File: src/rtl/shift_sequencer.sv
// Multi-cycle log-step shifter for SLL/SRL/SRA. Stage k shifts by 2^k when shamt[k] is set.
// The result is returned on a valid/ready handshake.
module shift_sequencer #(
  parameter int unsigned N          = 32,
  parameter int unsigned SW         = $clog2(N),
  parameter bit          EARLY_EXIT = 1'b0
) (
  input  logic          clk,
  input  logic          rst_n,
  input  logic          flush,
  input  logic          in_valid,
  output logic          in_ready,
  input  logic [N-1:0]  in_a,
  input  logic [SW-1:0] in_shamt,
  input  logic [1:0]    in_op,
  output logic          out_valid,
  input  logic          out_ready,
  output logic [N-1:0]  out_r,
  output logic          busy
);

  typedef enum logic [1:0] {IDLE, SHIFT, DONE} state_t;

  state_t        state, state_d;
  logic [SW-1:0] k, k_d;
  logic [SW-1:0] shamt, shamt_d;
  logic [SW-1:0] step;
  logic [1:0]    op, op_d;
  logic [N-1:0]  acc, acc_d;
  logic [N-1:0]  stage_out;
  logic [N-1:0]  out_r_d;
  logic          out_valid_d;
  logic          last_stage;

  assign in_ready = (state == IDLE);
  assign busy     = (state != IDLE);

  // One log-step stage; op 2'b10 is reserved and executes as SLL.
  always_comb begin
    step      = SW'(1) << k;
    stage_out = acc;
    if (shamt[k]) begin
      case (op)
        2'b01:   stage_out = acc >> step;
        2'b11:   stage_out = N'($signed(acc) >>> step);
        default: stage_out = acc << step;
      endcase
    end
  end

  // Early exit stops once no set shamt bits remain above the current stage.
  assign last_stage = EARLY_EXIT ? (((shamt >> k) >> 1) == '0) : (k == SW'(SW - 1));

  always_comb begin
    state_d     = state;
    k_d         = k;
    shamt_d     = shamt;
    op_d        = op;
    acc_d       = acc;
    out_valid_d = out_valid;
    out_r_d     = out_r;
    if (flush) begin
      state_d     = IDLE;
      k_d         = '0;
      out_valid_d = 1'b0;
    end else begin
      case (state)
        IDLE: begin
          if (in_valid) begin
            acc_d   = in_a;
            shamt_d = in_shamt;
            op_d    = in_op;
            k_d     = '0;
            if (EARLY_EXIT && (in_shamt == '0)) begin
              state_d     = DONE;
              out_valid_d = 1'b1;
              out_r_d     = in_a;
            end else begin
              state_d = SHIFT;
            end
          end
        end
        SHIFT: begin
          acc_d = stage_out;
          k_d   = k + 1'b1;
          if (last_stage) begin
            state_d     = DONE;
            out_valid_d = 1'b1;
            out_r_d     = stage_out;
          end
        end
        DONE: begin
          if (out_ready) begin
            state_d     = IDLE;
            out_valid_d = 1'b0;
          end
        end
        default: state_d = IDLE;
      endcase
    end
  end

  always_ff @(posedge clk or negedge rst_n) begin
    if (!rst_n) begin
      state     <= IDLE;
      k         <= '0;
      shamt     <= '0;
      op        <= '0;
      acc       <= '0;
      out_valid <= 1'b0;
      out_r     <= '0;
    end else begin
      state     <= state_d;
      k         <= k_d;
      shamt     <= shamt_d;
      op        <= op_d;
      acc       <= acc_d;
      out_valid <= out_valid_d;
      out_r     <= out_r_d;
    end
  end

endmodule

File: config.mk
export PLATFORM = sky130hd
export DESIGN_NAME = shift_sequencer
export DESIGN_NICKNAME = d
export VERILOG_FILES = /design/src/rtl/shift_sequencer.sv
export SDC_FILE = /design/constraint.sdc
export NUM_CORES = 1
export LEC_CHECK = 0
export CAP_MARGIN = 20
export CORE_MARGIN = 5
export CORE_UTILIZATION = 35
export CTS_BUF_LIST = sky130_fd_sc_hd__clkbuf_4
export DETAILED_ROUTE_END_ITERATION = 12
export PLACE_DENSITY_LB_ADDON = 0.15
export SYNTH_ARGS = -nofsm -noshare
export SYNTH_HDL_FRONTEND = slang
export SYNTH_SLANG_ARGS = --single-unit
File: constraint.sdc
create_clock -name clk -period 4.75 [get_ports clk]
set_input_delay 0.95 -clock clk [delete_from_list [all_inputs] [get_ports clk]]
set_output_delay 0.95 -clock clk [all_outputs]
set_load 0.02 [all_outputs]
# Word level (Yosys, flattened, before mapping)
# Cells that the tools add are included.
totals:
  reg_bits: 79
  inputBits: 44
  out_inout_bits: 35
op_classes:
  addsub: 1
  magnitude_cmp: 1
  eq_ne: 9
  shift: 4
  mux: 18
  n_bitwise: 1
  n_reduce_logical: 11
ops:
  columns: ["cell", "count"]
  rows:
  - ["32-bit one-hot mux with 2 select lines", 2]
  - ["32-bit 2-to-1 mux", 2]
  - ["32-bit by 5-bit << shifter with 32-bit output", 1]
  - ["32-bit by 5-bit right shift with 32-bit output", 1]
  - ["32-bit by 5-bit >>> shifter with 32-bit output", 1]
  - ["3-bit AND reduction", 5]
  - ["5-bit 2-to-1 mux", 2]
  - ["5-bit one-hot mux with 2 select lines", 1]
  - ["3-bit inequality test (second input constant)", 3]
  - ["2-bit 2-to-1 mux", 4]
  - ["2-bit one-hot mux with 3 select lines", 1]
  - ["3-bit nonzero test", 2]
  - ["5-bit by 1-bit adder with 5-bit output (second input constant)", 1]
  - ["5-bit by 3-bit == test with 1-bit output (second input constant)", 1]
  - ["5-bit by 4-bit less-than comparator with 1-bit output (second input constant)", 1]
  - ["1-bit by 5-bit << shifter with 5-bit output (first input constant)", 1]
  - ["2-bit by 1-bit == test with 1-bit output (second input constant)", 2]
  - ["2-bit == test (second input constant)", 2]
  - ["1-bit 2-to-1 mux", 4]
  - ["2-bit nonzero test", 2]
  - ["1-bit binary-select mux with 3-bit select", 1]
  - ["2-bit logical NOT", 1]
  - ["2-bit inequality test (second input constant)", 1]
  - ["1-bit one-hot mux with 2 select lines", 1]
  - ["2 further kinds", 2]

# Logic depth before layout (Yosys ltp)
logic_depth:
  depth_word: 5
  mapped_depth: 10
  mapped_depth_nobuf: 6

# Worst setup path before layout
# No wires, ideal clock.
synth_timing:
  path_kind: "input port to flip-flop"
  from: "in in_valid"
  to: "reg out_r[13]"
  setup_time_ns: 0.119
  arrival_ns: 2.289
  required_ns: 4.631
  setup_slack_ns: 2.342
  path_stages: 9
  path_buffers: 3
  path_cell_list: "nor2_1 -> or3_1 -> clkbuf_1 -> nor2_2 -> and3_1 -> clkbuf_1 -> buf_2 -> o211ai_1 -> o21a_1"
synth_rtl:
  columns: ["element", "line_no", "rtl"]
  rows:
  - ["from (decl)", "11", "input logic in_valid,"]
  - ["to (signal assigned)", "119", "out_r <= out_r_d;"]
  - ["to (decl)", "18", "output logic [N-1:0] out_r,"]

# Worst setup path after layout
layout_timing:
  from: "reg k[1]"
  to: "reg out_r[16]"
layout_between:
  elab_chain_len: 4
  word_cells_on_any_way: 10
  cone_classes: "1 x eq/ne; 4 x shift; 4 x mux; 1 x reduce/logical"
layout_rtl:
  columns: ["element", "line_no", "rtl"]
  rows:
  - ["from (decl)", "25", "logic [SW-1:0] k, k_d;"]
  - ["from (signal assigned)", "114", "k <= k_d;"]
  - ["1-bit by 5-bit << shifter with 5-bit output", "40", "step = SW'(1) << k;"]
  - ["32-bit by 5-bit << shifter with 32-bit output, or another cell as far along", "46", "default: stage_out = acc << step;"]
  - ["32-bit one-hot mux with 2 select lines", "43", "case (op)"]
  - ["32-bit 2-to-1 mux", "42", "if (shamt[k]) begin"]
# Parallel ways exist; a longest one is shown, timed or not. The select of a mux whose other input is x is not followed.
# A chain may end at the register's enable or synchronous reset.

==> results.txt <==
----------------------------------------------------
[Detailed routing]
  Detailed-routed wire length on met2 ... 12.93 mm
  Routed wire per std cell ... 26.23 um
  Wl on met1 ... 12.87 mm
  Total detailed-routing wirelength ... 29.93 mm
  Number of design rule violations left after detail routing ... 0
  DR iter-0 viols ... 946
  Detailed-router iteration count before antenna repair ... 5
  Total vias in the final route ... 7,426
  Count of antenna-violating nets left after detailed routing ... 0
  Per-cell via count in the routed design ... 6.508
  Highest metal layer with signal wires ... met4
  Wire length on met3 ... 2.883 mm

[Yosys]
  Synth Area in XOR/XNOR ... 0
  Synthesized-area fraction occupied by ao, oa, aoi and oai cells ... 0.3097
  Syn Nets ... 905
  Adder and majority cell fraction of the synthesized area ... 0.003596
  Synthesized cell area ... 6958 um^2
  Synthesized-area fraction occupied by and/or/nand/nor cells ... 0.2046
  Yosys cell types ... 78
  Warning count from the yosys run ... 0
  Average instance area after synthesis ... 8.100 um^2
  Portion of netlist area occupied by mux cells ... 0.1187
  Asr flop ratio synth ... 1.000
  Most used flip-flop cell after synthesis ... dfrtp_1
  Sequential fraction of the synthesis area ... 0.2841
  Dominant combinational cell family by area after synthesis ... compound AO/OA/AOI/OAI gates
  Post-Syn Instances ... 859
  Number of synthesized register bits ... 79
  Post-synth EDFFs ... 0

[CTS]
  CTS Buf Count ... 9
  Clock latency on the worst-skew pair ... 480 ps
  Post-cts repair resize count ... 0
  Root buffer selected by CTS ... clkbuf_4
  Total number of H-tree levels ... 3
  Deepest clock path buffer count ... 2
  Clock input transition at the sequential cells of the worst setup and hold paths ... 150 ps
  Sink Count ... 79
  Clock tree from TritonCTS ... yes
  Number of setup buffers added after CTS ... 0
  Post-CTS Hold Fix Bufs ... 0

[Floorplanning]
  Die Span Y ... 151.0 um
  Number of placement rows ... 51
  Die Outline Area ... 22,800 um^2
  Effective utilization at floorplan ... 0.3563
  # IOs ... 79
  Overall die width ... 151.0 um
  Core region area ... 19,530 um^2

[Setup path]
  Category of the critical setup timing path ... reg2reg
  Register-to-Register Setup Slack ... 1420 ps
  Largest fanout of any net on the critical path ... 35
  Number of cells traversed by the worst register-to-register path ... 7
  Crit. End Element ... flop
  Launching element of the worst setup path ... k[1]
  Critical path, cell by cell ... o21ai_0 > o22a_1 > o22ai_4 > buf_4 > o311ai_0 > nor3_1 > o21ai_0
  CP required ... 5120 ps
  Critical path destination ... out_r[16]
  Most Frequent Cell on Critical Path ... o21ai_0
  Slowest CP cell ... dfrtp_2
  Arrival @ worst endpoint ... 3690 ps
  Crit start category ... flop
  Reg-to-reg critical path startpoint ... k[1]
  Count of buffering cells on the critical path with inverters included ... 1
  Cell family contributing the most delay on the critical path ... compound AO/OA/AOI/OAI gates
  Number of stages on the worst setup path ... 7
  Worst path max stage delay ... 820 ps
  Endpoint of the worst-slack reg-to-reg timing path ... out_r[16]

[Timing]
  Slew HR ... 0.2595
  Time the worst path needs with I/O delays and setup ... 3328 ps
  Unrepaired setup endpoints after global routing ... no
  Clock Skews ... 25.17 ps
  Final worst path period share ... 0.7006
  Total count of hold-check failures in the final report ... 0
  Slew @ Worst Pin ... 1111 ps
  Minimum hold slack ... 382.4 ps
  Accumulated negative setup slack ... 0 ps
  Pins Over Slew Limit ... 0
  Highest attainable clock frequency ... 300.5 MHz
  Crit path setup slack, layout ... 1422 ps
  Final setup violating endpoints ... 0

[Pwr]
  Leakage power ... 2.966 nW
  Power per standard cell area ... 325.0 nW/um^2
  Power Total ... 2.585 mW
  Peak ir drop on the vdd network ... 0.1344 mV

[Job]
  Number of maximum-capacitance violations ... 0

[Placement]
  Gpl congestion ... 0.9870
  Pre-CTS setup slack ... 1095 ps
  Input/output buffers ... 78
  Placed Cells incl. Taps ... 1,124
  Placed instance area ... 7787 um^2
  DPL Wire Length ... 20.50 mm

[Cells and area]
  FF/Latch Area ... 1979 um^2
  Fraction of the core area covered by cells at the end of the flow ... 0.4074
  Number of standard cells in the final layout excluding fillers ... 1,141
  Total area of multi-input combinational cells ... 4451 um^2
  Number of nets in the final layout ... 916
  Final Cell Area ... 7955 um^2
  Fill cell instance count of the final layout ... 2,089
  Layout overhead on the synthesized area ... 14.33%
  Share of cells above drive strength 1 ... 0.1337

[Global route]
  Global-route congestion overflow total ... 0
  Via count of the first global-routing pass ... 7,035
  Largest net degree at the start of global routing ... 48
  Global-route wire length before repair ... 45.06 mm
  Gr usage total ... 0.2618
  Antenna violations before repair ... 1

[Run status]
  Status ... complete, no violations

[Worst hold path]
  Worst min path class ... in2async

----------------------------------------------------
[worst min-delay path by stage]
stage	cells past startpoint	endpoint	from	slack, ps
after global placement	2	out_r[7]	out_r[7]	460
after CTS	1	op[0]	rst_n	400
final	1	op[0]	rst_n	380
after detailed placement	2	out_r[7]	out_r[7]	470
after floorplan	1	shamt[2]	shamt[2]	470
after global routing	1	out_r[30]	rst_n	410
[power by group]
part	internal, mW	switching (mW)
clock network	0.214	0.274
registers	0.744	0.283
logic	0.452	0.618
total	1.41	1.18
[synthesized netlist by cell type (4+ instances only)]
| library cell | n | area (um^2) |
|---|---|---|
| a2111oi_2 | 5 | 75.07 |
| a211o_1 | 5 | 43.79 |
| a211oi_1 | 7 | 52.55 |
| a21boi_0 | 4 | 30.03 |
| a21oi_1 | 60 | 300.3 |
| a31oi_1 | 21 | 131.4 |
| a32oi_1 | 4 | 35.03 |
| and2_1 | 4 | 25.02 |
| and3_1 | 12 | 75.07 |
| buf_2 | 36 | 180.2 |
| buf_4 | 6 | 45.04 |
| buf_6 | 7 | 78.83 |
| clkbuf_1 | 55 | 206.5 |
| dfrtp_1 | 79 | 1977 |
| inv_1 | 8 | 30.03 |
| mux2_2 | 18 | 202.7 |
| mux2i_1 | 15 | 150.1 |
| mux4_2 | 21 | 473.0 |
| nand2_1 | 93 | 349.1 |
| nand2b_1 | 14 | 87.58 |
| nand3_1 | 33 | 165.2 |
| nand4_1 | 5 | 31.28 |
| nor2_1 | 66 | 247.7 |
| nor2b_1 | 8 | 50.05 |
| nor3_1 | 26 | 130.1 |
| o211ai_1 | 15 | 112.6 |
| o21a_1 | 9 | 67.56 |
| o21ai_0 | 80 | 400.4 |
| o21ai_1 | 13 | 65.06 |
| o221ai_1 | 5 | 43.79 |
| o22ai_1 | 7 | 43.79 |
| o311ai_0 | 4 | 35.03 |
| o31ai_1 | 10 | 75.07 |
| o32a_1 | 4 | 40.04 |
| o32ai_1 | 14 | 122.6 |
| or2_2 | 4 | 25.02 |
| or3_1 | 12 | 75.07 |
[cell usage in the layout, fill, tap and decap left out, types with 9 or more instances in the layout]
master           netlist  routed
or3_1                 12      12
clkbuf_4               0       9
a21oi_1               60      60
o31ai_1               10      10
dfrtp_1               79      77
o211ai_1              15      15
clkdlybuf4s50_1        0      77
o32ai_1               14      14
mux2i_1               15      15
buf_4                  6      30
mux4_2                21      21
o21a_1                 9       9
a31oi_1               21      21
nand2b_1              14      14
o21ai_0               80      80
nor2_1                66      66
nand3_1               33      33
mux2_2                18      18
and3_1                12      12
nor3_1                26      25
o21ai_1               13      13
nand2_1               93      93
[per-layer routing]
metal  global-route usage  vias up
li1                     -     3261
met1               0.3692     3637
met2               0.3891      444
met3              0.05925       84
met4               0.1020        0
met5                    0        -
[final cells by class]
| type | count | share of cell area |
|---|---|---|
| Inverter | 8 | 0.003775 |
| Multi-Input combinational cell | 665 | 0.5595 |
| Tap cell | 265 | 0.04168 |
| Antenna cell | 1 | 0.0003146 |
| Sequential cell | 79 | 0.2488 |
| Clock buffer | 9 | 0.008493 |
| Clock inverter | 7 | 0.01227 |
| Timing Repair Buffer | 107 | 0.1252 |
[logic make-up after synthesis]
kind of cell,after synthesis
multiplexers,54
flip-flops,79
AND/OR/NAND/NOR,296
AO/OA/AOI/OAI,313
buffers and inverters,115
adder cells (fa/ha/maj),2
[state kept, by name (all words and copies together) (netlist names)]
register	flops
op	2
out_r	32
shamt	5
k	5
acc	32
out_valid	1
state	2
Power figures use the tool's default switching activity.
